$ cat src/rtl/ctrl_systolic_sequencer_if.sv
// Command and memory-side signal bundle for the systolic run sequencer.
// master = host/command side, slave = the sequencer itself.
interface ctrl_systolic_sequencer_if #(
    parameter int unsigned ADDRESSSIZE = 10,
    parameter int unsigned CNT_BW      = 10
);
    logic                   start;
    logic [CNT_BW-1:0]      num_vectors;
    logic [ADDRESSSIZE-1:0] w_base;
    logic [ADDRESSSIZE-1:0] d_base;
    logic [ADDRESSSIZE-1:0] r_base;
    logic                   w_re;
    logic [ADDRESSSIZE-1:0] w_addr;
    logic                   we_rl;
    logic                   ub_re;
    logic [ADDRESSSIZE-1:0] ub_addr;
    logic                   din_valid;
    logic                   res_we;
    logic [ADDRESSSIZE-1:0] res_addr;
    logic                   busy;
    logic                   done;

    modport master (
        output start, num_vectors, w_base, d_base, r_base,
        input  w_re, w_addr, we_rl, ub_re, ub_addr, din_valid,
        input  res_we, res_addr, busy, done
    );

    modport slave (
        input  start, num_vectors, w_base, d_base, r_base,
        output w_re, w_addr, we_rl, ub_re, ub_addr, din_valid,
        output res_we, res_addr, busy, done
    );
endinterface

$ cat src/rtl/ctrl_systolic_sequencer.sv
// Run-level controller: loads one weight tile, streams N UB vectors into data setup
// and writes N results to the result buffer after the fixed array latency.
module ctrl_systolic_sequencer #(
    parameter int unsigned ADDRESSSIZE = 10,
    parameter int unsigned CNT_BW      = 10,
    parameter int unsigned RES_LATENCY = 24
) (
    input logic                      clk,
    input logic                      rst,
    ctrl_systolic_sequencer_if.slave bus
);
    typedef enum logic [2:0] {StIdle, StLoadW, StLatchW, StStream, StDrain, StFin} state_e;

    localparam logic [CNT_BW-1:0] CntOne = 1;

    state_e                 state_q, state_d;
    logic [CNT_BW-1:0]      n_q, n_d;
    logic [ADDRESSSIZE-1:0] w_base_q, w_base_d;
    logic [ADDRESSSIZE-1:0] d_base_q, d_base_d;
    logic [ADDRESSSIZE-1:0] r_base_q, r_base_d;
    logic [CNT_BW-1:0]      i_q, i_d;
    logic [CNT_BW-1:0]      j_q, j_d;

    logic                   w_re_q, w_re_d;
    logic [ADDRESSSIZE-1:0] w_addr_q, w_addr_d;
    logic                   we_rl_q, we_rl_d;
    logic                   ub_re_q, ub_re_d;
    logic [ADDRESSSIZE-1:0] ub_addr_q, ub_addr_d;
    logic                   din_valid_q, din_valid_d;
    logic [ADDRESSSIZE-1:0] res_addr_q, res_addr_d;
    logic                   busy_q, busy_d;
    logic                   done_q, done_d;

    // Result-valid delay line; sr_ext[RES_LATENCY] is res_we, sr_ext[RES_LATENCY-1] its next value.
    logic [RES_LATENCY-1:0] sr_q;
    logic [RES_LATENCY:0]   sr_ext;
    logic                   res_we_next;

    assign sr_ext      = {sr_q, din_valid_q};
    assign res_we_next = sr_ext[RES_LATENCY-1];

    always_comb begin
        state_d     = state_q;
        n_d         = n_q;
        w_base_d    = w_base_q;
        d_base_d    = d_base_q;
        r_base_d    = r_base_q;
        i_d         = i_q;
        j_d         = j_q;
        w_re_d      = 1'b0;
        w_addr_d    = w_addr_q;
        we_rl_d     = 1'b0;
        ub_re_d     = 1'b0;
        ub_addr_d   = ub_addr_q;
        din_valid_d = ub_re_q;
        res_addr_d  = res_addr_q;
        busy_d      = 1'b0;
        done_d      = 1'b0;

        // Address is set up alongside the strobe so it is valid during the write cycle.
        if (res_we_next) begin
            res_addr_d = r_base_q + ADDRESSSIZE'(j_q);
            j_d        = j_q + CntOne;
        end

        unique case (state_q)
            StIdle: begin
                if (bus.start) begin
                    if (bus.num_vectors != '0) begin
                        n_d      = bus.num_vectors;
                        w_base_d = bus.w_base;
                        d_base_d = bus.d_base;
                        r_base_d = bus.r_base;
                        i_d      = '0;
                        j_d      = '0;
                        state_d  = StLoadW;
                    end else begin
                        state_d  = StFin;
                    end
                end
            end
            StLoadW: begin
                w_re_d   = 1'b1;
                w_addr_d = w_base_q;
                busy_d   = 1'b1;
                state_d  = StLatchW;
            end
            StLatchW: begin
                we_rl_d = 1'b1;
                busy_d  = 1'b1;
                state_d = StStream;
            end
            StStream: begin
                ub_re_d   = 1'b1;
                ub_addr_d = d_base_q + ADDRESSSIZE'(i_q);
                i_d       = i_q + CntOne;
                busy_d    = 1'b1;
                if (i_q == n_q - CntOne) begin
                    state_d = StDrain;
                end
            end
            StDrain: begin
                busy_d = 1'b1;
                if (res_we_next && (j_q == n_q - CntOne)) begin
                    state_d = StFin;
                end
            end
            StFin: begin
                done_d  = 1'b1;
                state_d = StIdle;
            end
            default: state_d = StIdle;
        endcase
    end

    always_ff @(posedge clk or posedge rst) begin
        if (rst) begin
            state_q     <= StIdle;
            n_q         <= '0;
            w_base_q    <= '0;
            d_base_q    <= '0;
            r_base_q    <= '0;
            i_q         <= '0;
            j_q         <= '0;
            w_re_q      <= 1'b0;
            w_addr_q    <= '0;
            we_rl_q     <= 1'b0;
            ub_re_q     <= 1'b0;
            ub_addr_q   <= '0;
            din_valid_q <= 1'b0;
            res_addr_q  <= '0;
            busy_q      <= 1'b0;
            done_q      <= 1'b0;
            sr_q        <= '0;
        end else begin
            state_q     <= state_d;
            n_q         <= n_d;
            w_base_q    <= w_base_d;
            d_base_q    <= d_base_d;
            r_base_q    <= r_base_d;
            i_q         <= i_d;
            j_q         <= j_d;
            w_re_q      <= w_re_d;
            w_addr_q    <= w_addr_d;
            we_rl_q     <= we_rl_d;
            ub_re_q     <= ub_re_d;
            ub_addr_q   <= ub_addr_d;
            din_valid_q <= din_valid_d;
            res_addr_q  <= res_addr_d;
            busy_q      <= busy_d;
            done_q      <= done_d;
            sr_q        <= sr_ext[RES_LATENCY-1:0];
        end
    end

    assign bus.w_re      = w_re_q;
    assign bus.w_addr    = w_addr_q;
    assign bus.we_rl     = we_rl_q;
    assign bus.ub_re     = ub_re_q;
    assign bus.ub_addr   = ub_addr_q;
    assign bus.din_valid = din_valid_q;
    assign bus.res_we    = sr_ext[RES_LATENCY];
    assign bus.res_addr  = res_addr_q;
    assign bus.busy      = busy_q;
    assign bus.done      = done_q;
endmodule
$ cat src/flat_wrapper.sv
// flat-port wrapper written by rule: the top's interface ports become plain ports
module ctrl_systolic_sequencer_flat 
#(
    parameter int unsigned ADDRESSSIZE = 10,
    parameter int unsigned CNT_BW      = 10,
    parameter int unsigned RES_LATENCY = 24
)
  (clk, rst, bus_start, bus_num_vectors, bus_w_base, bus_d_base, bus_r_base, bus_w_re, bus_w_addr, bus_we_rl, bus_ub_re, bus_ub_addr, bus_din_valid, bus_res_we, bus_res_addr, bus_busy, bus_done);
  ctrl_systolic_sequencer_if #(.ADDRESSSIZE(ADDRESSSIZE), .CNT_BW(CNT_BW)) bus_i ();
  input logic clk;
  input logic rst;
  input wire logic [$bits(bus_i.start)-1:0] bus_start;
  input wire logic [$bits(bus_i.num_vectors)-1:0] bus_num_vectors;
  input wire logic [$bits(bus_i.w_base)-1:0] bus_w_base;
  input wire logic [$bits(bus_i.d_base)-1:0] bus_d_base;
  input wire logic [$bits(bus_i.r_base)-1:0] bus_r_base;
  output wire logic [$bits(bus_i.w_re)-1:0] bus_w_re;
  output wire logic [$bits(bus_i.w_addr)-1:0] bus_w_addr;
  output wire logic [$bits(bus_i.we_rl)-1:0] bus_we_rl;
  output wire logic [$bits(bus_i.ub_re)-1:0] bus_ub_re;
  output wire logic [$bits(bus_i.ub_addr)-1:0] bus_ub_addr;
  output wire logic [$bits(bus_i.din_valid)-1:0] bus_din_valid;
  output wire logic [$bits(bus_i.res_we)-1:0] bus_res_we;
  output wire logic [$bits(bus_i.res_addr)-1:0] bus_res_addr;
  output wire logic [$bits(bus_i.busy)-1:0] bus_busy;
  output wire logic [$bits(bus_i.done)-1:0] bus_done;
  assign bus_i.start = bus_start;
  assign bus_i.num_vectors = bus_num_vectors;
  assign bus_i.w_base = bus_w_base;
  assign bus_i.d_base = bus_d_base;
  assign bus_i.r_base = bus_r_base;
  assign bus_w_re = bus_i.w_re;
  assign bus_w_addr = bus_i.w_addr;
  assign bus_we_rl = bus_i.we_rl;
  assign bus_ub_re = bus_i.ub_re;
  assign bus_ub_addr = bus_i.ub_addr;
  assign bus_din_valid = bus_i.din_valid;
  assign bus_res_we = bus_i.res_we;
  assign bus_res_addr = bus_i.res_addr;
  assign bus_busy = bus_i.busy;
  assign bus_done = bus_i.done;
  ctrl_systolic_sequencer #(.ADDRESSSIZE(ADDRESSSIZE), .CNT_BW(CNT_BW), .RES_LATENCY(RES_LATENCY)) u_core (.clk(clk), .rst(rst), .bus(bus_i));
endmodule
$ cat config.mk
export PLATFORM = sky130hd
export DESIGN_NAME = ctrl_systolic_sequencer_flat
export DESIGN_NICKNAME = d
export VERILOG_FILES = /design/src/rtl/ctrl_systolic_sequencer_if.sv /design/src/rtl/ctrl_systolic_sequencer.sv /design/src/flat_wrapper.sv
export SDC_FILE = /design/constraint.sdc
export NUM_CORES = 1
export LEC_CHECK = 0
export BUFFER_PORTS_ARGS = -buffer_cell sky130_fd_sc_hd__buf_2
export CORE_MARGIN = 5
export CORE_UTILIZATION = 52
export CTS_BUF_LIST = sky130_fd_sc_hd__clkbuf_8
export DETAILED_ROUTE_END_ITERATION = 10
export PLACE_DENSITY = 0.8
export SLEW_MARGIN = 20
export SYNTH_ARGS = -nofsm -noshare
export SYNTH_HDL_FRONTEND = slang
export SYNTH_SLANG_ARGS = --single-unit
$ cat constraint.sdc
create_clock -name clk -period 7.6 [get_ports clk]
set_clock_uncertainty 0.05 [all_clocks]
set_input_delay 1.52 -clock clk [delete_from_list [all_inputs] [get_ports clk]]
set_output_delay 1.52 -clock clk [all_outputs]
set_load 0.01 [all_outputs]
==> impl_metrics.env, run 1 <==
export IMPL_overflow=0
export IMPL_grt_pass1_vias=4275
export IMPL_hold_start="u_core.sr_q[8]"
export IMPL_setup_viol=0
export IMPL_die_w_um=117
export IMPL_gp_congestion=0.864
export IMPL_wl_per_cell_um=15.9
export IMPL_cp_data_required_time_ns=7.86
export IMPL_cp_max_fo=62
export IMPL_hold_buffers=0
export IMPL_synth_cell_types=55
export IMPL_grt_use_met1=0.237
export IMPL_cts_resized=0
export IMPL_final_common_cell="dfrtp_1"
export IMPL_cts_path_max_buffers=2
export IMPL_port_buffers=79
export IMPL_cts_made_buffers=17
export IMPL_routed_wirelength_mm=12.0
export IMPL_start_util=0.527
export IMPL_insertion_delay_ns=0.43
export IMPL_achievable_frequency_mhz=296
export IMPL_hold_viol=0
export IMPL_cts_root_buf="clkbuf_8"
export IMPL_tns_ns=0
export IMPL_syn_num_nets=599
export IMPL_netlist_area_um2=5960
export IMPL_grtUsageTotal=0.187
export IMPL_cts_max_level=4
export IMPL_synth_top_cells_by_area="dfrtp_1 52%, mux2_2 9.4%, ha_1 4.4%"
export IMPL_synth_edf_count=0
export IMPL_antenna_cells=0
export IMPL_clock_sinks=123
export IMPL_nets=668
export IMPL_start_kind="input port"
export IMPL_drive_above_1_share=0.283
export IMPL_leakagePower_nw=3.01
export IMPL_r2r_start="u_core.n_q[0]"
export IMPL_io_pins=80
export IMPL_drc=0
export IMPL_end_kind="flop"
export IMPL_min_path_cells=0
export IMPL_placedCellCount=726
export IMPL_ys_warnings_count=0
export IMPL_min_to="u_core.sr_q[9]"
export IMPL_ys_seq_elements=123
export IMPL_grt_util_met3=0.0463
export IMPL_die_area_um2=13700
export IMPL_area_growth_pct=14.3
export IMPL_die_h_um=117
export IMPL_ff2ff_path_depth=8
export IMPL_cp_arrival_ns=3.64
export IMPL_cts_setup_buffers=0
export IMPL_ant_nets=0
export IMPL_drtPass1Iterations=6
export IMPL_period_needed_ns=3.38
export IMPL_slew_violations=0
export IMPL_vias_per_cell=5.53
export IMPL_critical_path_class="in2reg"
export IMPL_drv_cap=0
export IMPL_power_density_nw_per_um2=341
export IMPL_vias=4195
export IMPL_use_met2=0.315
export IMPL_max_vdd_ir_drop_mv=0.261
export IMPL_initialDrtViolationCount=235
export IMPL_yosysTopAreaCell="dfrtp_1"
export IMPL_antenna_found_initial=0
export IMPL_nFillCells=907
export IMPL_fp_coreArea_um2=11300
export IMPL_dpl_hpwl_mm=8.38
export IMPL_synthArstFlopShare=1.00
export IMPL_rows=39
export IMPL_grt_max_degree=72
export IMPL_netlist_instances=533
export IMPL_yosysTopAreaCellShare=0.516
export IMPL_grt_first_pass_wirelength_mm=20.0
export IMPL_maxSlewHeadroom=0.382
export IMPL_worst_setup_hold_path_clk_slew_ns=0.07
export IMPL_p_total_mw=2.33
export IMPL_top_usage_layer="met2"
export IMPL_stdcell_count=758
export IMPL_status="finished clean"
export IMPL_final_core_util=0.602
export IMPL_postSynthAreaPerCell_um2=11.2
export IMPL_worstHoldPathType="reg2reg"
export IMPL_cts_tree="built"
export IMPL_final_cell_mix="123 x dfrtp_1, 79 x buf_2, 50 x mux2_2, 32 x nor2_1, 30 x nand2_1"
export IMPL_fin_crit_sh=0.445
export IMPL_r2r_setup_slack_ns=4.78
export IMPL_synth_main_ff_cell="dfrtp_1"
export IMPL_rsz0062_at_grt="false"
export IMPL_yosysSeqAreaShare=0.516
export IMPL_tightest_slew_ns=0.927
export IMPL_worstReg2RegEnd="u_core.state_q[0]"
-- flip-flops by register name, indices dropped and copies added, names as in the netlist --
signal,cells
u_core.bus.done,1
u_core.bus.res_addr,10
u_core.bus.we_rl,1
u_core.i_q,10
u_core.r_base_q,10
u_core.sr_q,24
u_core.bus.w_re,1
u_core.bus.ub_re,1
u_core.bus.w_addr,10
u_core.w_base_q,10
u_core.bus.busy,1
u_core.bus.din_valid,1
u_core.bus.ub_addr,10
u_core.d_base_q,10
u_core.j_q,10
u_core.state_q,3
u_core.n_q,10
-- area by class of cell --
class | instances | area [um^2] | area share
tap | 143 | 179 | 0.0263
clock inverter | 12 | 113 | 0.0165
clock buffer | 20 | 275 | 0.0404
multi-input combinational | 359 | 2680 | 0.394
sequential | 123 | 3080 | 0.452
timing repair buffer | 81 | 410 | 0.0602
inverter | 20 | 77.6 | 0.0114
-- worst max path at each step --
| stage | start | to |
|---|---|---|
| 2_1_floorplan | rst | u_core.bus.busy |
| 3_3_place_gp | bus_start | u_core.d_base_q[3] |
| 3_5_place_dp | bus_start | u_core.r_base_q[2] |
| 4_1_cts | bus_start | u_core.r_base_q[2] |
| 5_1_grt | bus_start | u_core.r_base_q[9] |
| 6_report | bus_start | u_core.w_base_q[9] |
-- synth_stat cells, types with 3 or more instances --
master and number:
a21o_1 4, a21oi_1 21, and3_1 6, buf_2 9, clkbuf_1 20, dfrtp_1 123, ha_1 21, inv_1 19
mux2_2 50, nand2_1 30, nand2b_1 3, nand3_1 13, nand3b_1 4, nand4_1 7, nor2_1 32, nor2b_1 7
nor3_1 16, nor3b_1 4, o211ai_1 5, o21a_1 7, o21ai_0 23, o31a_1 3, o31ai_1 9, or2_2 4
or3_1 3, or4_1 6, xnor2_1 25, xor2_1 22
-- per-layer routing --
layer | wire (um) | vias to the layer above
met2 | 6110 | 110
met5 | 0 | -
met3 | 629 | 15
met1 | 5160 | 2058
met4 | 141 | 0
li1 | - | 2012
-- where the power goes --
part | switching, mW | internal (mW) | total, mW | leakage [nW]
logic | 0.396 | 0.381 | 0.777 | 1.42
registers | 0.178 | 0.818 | 0.997 | 1.41
clock network | 0.267 | 0.286 | 0.552 | 0.184
total | 0.841 | 1.49 | 2.33 | 3.01
-- logic make-up (layout without fill, tap and decap cells) --
| group | Yosys count | count (layout) | synth area share |
|---|---|---|---|
| compound gates | 91 | 91 | 0.100 |
| xor+xnor | 47 | 47 | 0.0690 |
| fa+ha+maj | 23 | 23 | 0.0508 |
| buf+inv | 51 | 133 | 0.0359 |
| flops | 123 | 123 | 0.516 |
| mux | 52 | 52 | 0.0978 |
| simple gates | 146 | 146 | 0.130 |
-- worst max-delay path, cell delays in order --
cell and delay [ns]:
buf_2 0.09, nor4b_1 0.72, nor2b_4 0.28, buf_4 0.56
mux2_2 0.41
-- stage by stage --
step | hold WS, ns | setup WS (ns) | cell area (um^2)
3_5_place_dp | 0.286 | 3.81 | 6430
5_1_grt | 0.306 | 4.10 | 6820
3_3_place_gp | 0.285 | 3.88 | 6430
6_report | 0.301 | 4.22 | 6820
2_1_floorplan | 0.281 | 2.76 | 5960
4_1_cts | 0.303 | 4.25 | 6820
(Power assumes the default switching activity.)
==> run 2, diff against run 1 <==
clock period = 3.3 ns   (was 7.6 ns; I/O delays follow)
==> run 2 against run 1 <==
Flip-flop and latch count is the same. Largest power group unchanged. Non-clock buffer count grew 4. Combinational power grew 140%. Final cell count grew 0.40%. Clock-buffer cell count shrank 3. Cell area grew 0.33%. Hold slack lost 0.0033 ns. Sequential power grew 130%. Register-to-register slack lost 4.2 ns. Highest routed layer unchanged. Global-route usage grew 0.71 points. Critical path depth grew 3.
==> impl_metrics.env, run 2 (same netlist as run 1, synthesis figures left out) <==
export IMPL_finalWorstSetupSlack_ns=0.601
export IMPL_stdcell_count=761
export IMPL_gp_congestion=0.867
export IMPL_tightest_slew_ns=0.846
export IMPL_tns_ns=0
export IMPL_fp_coreArea_um2=11300
export IMPL_grt_max_degree=70
export IMPL_slew_violations=0
export IMPL_final_cell_mix="123 x dfrtp_1, 79 x buf_2, 50 x mux2_2, 32 x nor2_1, 30 x nand2_1"
export IMPL_worst_setup_hold_path_clk_slew_ns=0.07
export IMPL_cp_max_fo=9
export IMPL_hold_viol=0
export IMPL_die_area_um2=13700
export IMPL_clock_sinks=123
export IMPL_drv_cap=0
export IMPL_nets=672
export IMPL_area_growth_pct=14.7
export IMPL_drc=0
export IMPL_vias_per_cell=5.67
export IMPL_overflow=0
export IMPL_cts_root_buf="clkbuf_8"
export IMPL_dpl_cell_area_um2=6470
export IMPL_io_pins=80
export IMPL_grtUsageTotal=0.194
export IMPL_largest_register_ffs=24
export IMPL_rows=39
export IMPL_regMostFlops="u_core.sr_q"
export IMPL_start_util=0.527
export IMPL_achievable_frequency_mhz=371
export IMPL_finalInstanceArea_um2=6840
export IMPL_fin_crit_sh=0.818
export IMPL_period_needed_ns=2.70
export IMPL_ant_nets=0
export IMPL_final_core_util=0.604
export IMPL_antenna_cells=0
export IMPL_wl_per_cell_um=16.4
export IMPL_max_vdd_ir_drop_mv=0.507
export IMPL_cp_arrival_ns=2.99
export IMPL_grt_pass1_vias=4522
export IMPL_cts_made_buffers=17
export IMPL_final_common_cell="dfrtp_1"
export IMPL_drtPass1Iterations=4
export IMPL_port_buffers=79
export IMPL_status="finished clean"
export IMPL_hold_buffers=0
export IMPL_critical_path_class="reg2reg"
export IMPL_rsz0062_at_grt="false"
export IMPL_nFillCells=931
export IMPL_cts_setup_buffers=0
export IMPL_drive_above_1_share=0.283
export IMPL_worstHoldPathType="reg2reg"
export IMPL_antenna_found_initial=0
export IMPL_routed_wirelength_mm=12.5
export IMPL_cts_tree="built"
export IMPL_grt_first_pass_wirelength_mm=20.9
export IMPL_initialDrtViolationCount=248
export IMPL_vias=4318
export IMPL_insertion_delay_ns=0.42
export IMPL_dpl_hpwl_mm=8.87
export IMPL_p_total_mw=5.35
export IMPL_setup_viol=0
export IMPL_r2r_setup_slack_ns=0.60
export IMPL_leakagePower_nw=3.04
export IMPL_start_kind="flop"
export IMPL_end_kind="flop"
export IMPL_holdWs_ns=0.298
export IMPL_cp_data_required_time_ns=3.59
export IMPL_pre_cts_slack_ns=0.579
export IMPL_cts_max_level=4
export IMPL_cts_path_max_buffers=2
export IMPL_die_w_um=117
export IMPL_placedCellCount=730
export IMPL_power_density_nw_per_um2=782
export IMPL_die_h_um=117
export IMPL_cts_resized=0
export IMPL_maxSlewHeadroom=0.436
## run 2: cell count changes in the layout (fill, tap and decap cells not counted), moves of 2 or more
| cell | previous run | this run |
|---|---|---|
| clkinv_2 | 2 | 5 |
| inv_1 | 18 | 20 |
| clkbuf_8 | 20 | 17 |
| buf_4 | 2 | 5 |
## run 2: routing by layer
layer  vias up  part of all wire  track usage
met2       129              0.51        0.326
met1      2129              0.41        0.233
met5         -                 0            0
met4         0             0.024       0.0780
li1       2031                 -            -
met3        29             0.055       0.0596
## run 2: critical path, cell delays in order, from the launching register on
cell	delay [ns]
dfrtp_1	0.45
inv_1	0.11
ha_1	0.34
or4b_1	0.66
o32a_1	0.24
o22a_1	0.19
a2111oi_0	0.33
nand4_1	0.14
o21ai_1	0.10
## run 2: report_power, final
part,total [mW],internal (mW),switching (mW)
clock,1.23,0.656,0.576
combinational,1.83,0.884,0.944
sequential,2.29,1.89,0.401
## run 2: final timing paths
check / end / start / cells after the start
worst max-delay path: u_core.state_q[0] / u_core.n_q[0] / 8
worst min-delay path: u_core.sr_q[1] / u_core.sr_q[0] / 0
worst max register to register: u_core.state_q[0] / u_core.n_q[0] / 8
worst min register to register: u_core.sr_q[1] / u_core.sr_q[0] / 0
max in group asynchronous: u_core.i_q[5] / rst / 3
min in group asynchronous: u_core.sr_q[18] / rst / 3
## run 2: layout make-up
| class | instances | area (um^2) | share of cell area |
|---|---|---|---|
| Timing Repair Buffer | 85 | 453 | 0.0662 |
| Clock inverter | 14 | 133 | 0.0194 |
| Inverter | 20 | 78.8 | 0.0115 |
| Sequential cell | 123 | 3080 | 0.450 |
| Clock buffer | 17 | 234 | 0.0342 |
| Tap cell | 143 | 179 | 0.0262 |
| Multi-Input combinational cell | 359 | 2680 | 0.392 |
==> run 3, diff against run 2 <==
PLACE_DENSITY = 0.83   (was 0.8)
clock period = 2.4 ns   (was 3.3 ns; I/O delays follow)
==> run 3 against run 2 <==
Hold slack lost 0.11 ns. Clock-buffer cell count is 1 higher. Sequential share of layout area decreased by 1.8 points. Final cell count rose by 2.9%. Die area stayed put. Combinational power rose by 45%. Clock power up 67%. Global-route usage is 1.0 points higher. Flip-flop and latch count unchanged.
==> impl_metrics.env, run 3 (same netlist as run 1, synthesis figures left out) <==
export IMPL_status="finished clean"
export IMPL_cts_root_buf="clkbuf_8"
export IMPL_drive_above_1_share=0.313
export IMPL_largest_register_ffs=24
export IMPL_cts_path_max_buffers=2
export IMPL_clock_sinks=123
export IMPL_achievable_frequency_mhz=438
export IMPL_cts_max_level=4
export IMPL_area_growth_pct=19.4
export IMPL_cp_arrival_ns=2.58
export IMPL_end_kind="flop"
export IMPL_die_h_um=117
export IMPL_power_density_nw_per_um2=1090
export IMPL_cts_setup_buffers=0
export IMPL_drv_cap=0
export IMPL_maxSlewHeadroom=0.590
export IMPL_rsz0062_at_grt="false"
export IMPL_critical_path_class="reg2reg"
export IMPL_critPathSlowestCell="or4b_4"
export IMPL_ff2ff_path_depth=8
export IMPL_tightest_slew_ns=0.616
export IMPL_dpl_hpwl_mm=9.21
export IMPL_period_needed_ns=2.28
export IMPL_ant_nets=0
export IMPL_insertion_delay_ns=0.44
export IMPL_fp_coreArea_um2=11300
export IMPL_regMostFlops="u_core.sr_q"
export IMPL_initialDrtViolationCount=266
export IMPL_worst_setup_hold_path_clk_slew_ns=0.07
export IMPL_wl_per_cell_um=16.3
export IMPL_setup_viol=0
export IMPL_pre_cts_slack_ns=0.0124
export IMPL_max_vdd_ir_drop_mv=0.945
export IMPL_antenna_cells=0
export IMPL_r2r_setup_slack_ns=0.12
export IMPL_drc=0
export IMPL_stdcell_count=783
export IMPL_max_stage_delay_ns=0.54
export IMPL_crit_end="u_core.state_q[1]"
export IMPL_finalInstanceArea_um2=7120
export IMPL_die_w_um=117
export IMPL_final_cell_mix="123 x dfrtp_1, 79 x buf_2, 50 x mux2_2, 32 x nor2_1, 30 x nand2_1"
export IMPL_grt_first_pass_wirelength_mm=21.8
export IMPL_tns_ns=0
export IMPL_start_kind="flop"
export IMPL_rows=39
export IMPL_grtUsageTotal=0.204
export IMPL_critical_path_top_delay_family="simple AND/OR/NAND/NOR gates"
export IMPL_path_depth=8
export IMPL_cts_tree="built"
export IMPL_placedCellCount=751
export IMPL_slew_violations=0
export IMPL_worstReg2RegEnd="u_core.state_q[1]"
export IMPL_vias_per_cell=5.60
export IMPL_worstSetupStartpoint="u_core.n_q[1]"
export IMPL_drtPass1Iterations=4
export IMPL_leakagePower_nw=3.20
export IMPL_cp_buffers_inverters=1
export IMPL_port_buffers=79
export IMPL_dpl_cell_area_um2=6650
export IMPL_start_util=0.527
export IMPL_grt_max_degree=124
export IMPL_io_pins=80
export IMPL_cp_cell_sequence="inv_1 > ha_1 > or4b_4 > nor4_4 > xnor2_1 > a32oi_1 > and3b_1 > a311oi_2"
export IMPL_overflow=0
export IMPL_final_common_cell="dfrtp_1"
export IMPL_antenna_found_initial=0
export IMPL_vias=4381
export IMPL_fin_crit_sh=0.951
export IMPL_routed_wirelength_mm=12.8
export IMPL_die_area_um2=13700
export IMPL_finalWorstSetupSlack_ns=0.118
export IMPL_r2r_start="u_core.n_q[1]"
export IMPL_cp_max_fo=7
export IMPL_p_total_mw=7.80
export IMPL_nets=693
export IMPL_cts_made_buffers=17
export IMPL_cp_data_required_time_ns=2.70
export IMPL_grt_pass1_vias=4693
export IMPL_hold_viol=0
export IMPL_gp_congestion=0.865
export IMPL_worstHoldPathType="in2async"
[run 3: repair_timing]
action,4_1_cts,5_1_grt
hold buffers,0,0
cloned,0,0
endpoints found under the setup margin,2,2
resized for setup,1,4
[run 3: routing by layer]
layer  global-route usage  share of wire  vias to the layer above
met2                0.352           0.51                      129
met5                    0              0                        -
met1                0.232           0.40                     2143
met4                0.100          0.032                        0
li1                     -              -                     2072
met3               0.0586          0.058                       37
[run 3: worst min-delay path by stage]
stage                       startpoint            endpoint  slack (ns)
detailed placement     u_core.sr_q[17]     u_core.sr_q[18]        0.29
finish                             rst  u_core.r_base_q[1]        0.19
CTS                 bus_num_vectors[3]       u_core.n_q[3]        0.18
global route             bus_d_base[1]  u_core.d_base_q[1]        0.19
floorplan               u_core.sr_q[9]     u_core.sr_q[10]        0.28
global placement        u_core.sr_q[1]      u_core.sr_q[2]        0.29
[run 3: layout make-up]
class | instances | area (um^2)
repair buffers | 106 | 636
well taps | 143 | 179
flip-flops and latches | 123 | 3080
inverters | 20 | 78.8
multi-input cells | 359 | 2700
clock buffers | 18 | 248
clock inverters | 14 | 203
fillers | 903 | 4200
[run 3: worst min-delay path: cells and delay by family]
family / cells / cell delay (ns)
buf+inv: 3 / 0.66
[run 3: power breakdown]
group	leakage, nW	total, mW	internal, mW	switching, mW
registers	1.41	3.08	2.59	0.490
clock network	0.235	2.05	1.25	0.800
logic	1.55	2.66	1.28	1.38
total	3.20	7.80	5.12	2.67
[run 3: through the flow]
step	util	hold WS [ns]
5_1_grt	0.629	0.189
3_3_place_gp	0.588	0.287
2_1_floorplan	-	0.281
4_1_cts	0.628	0.179
6_report	0.629	0.185
3_5_place_dp	0.588	0.286
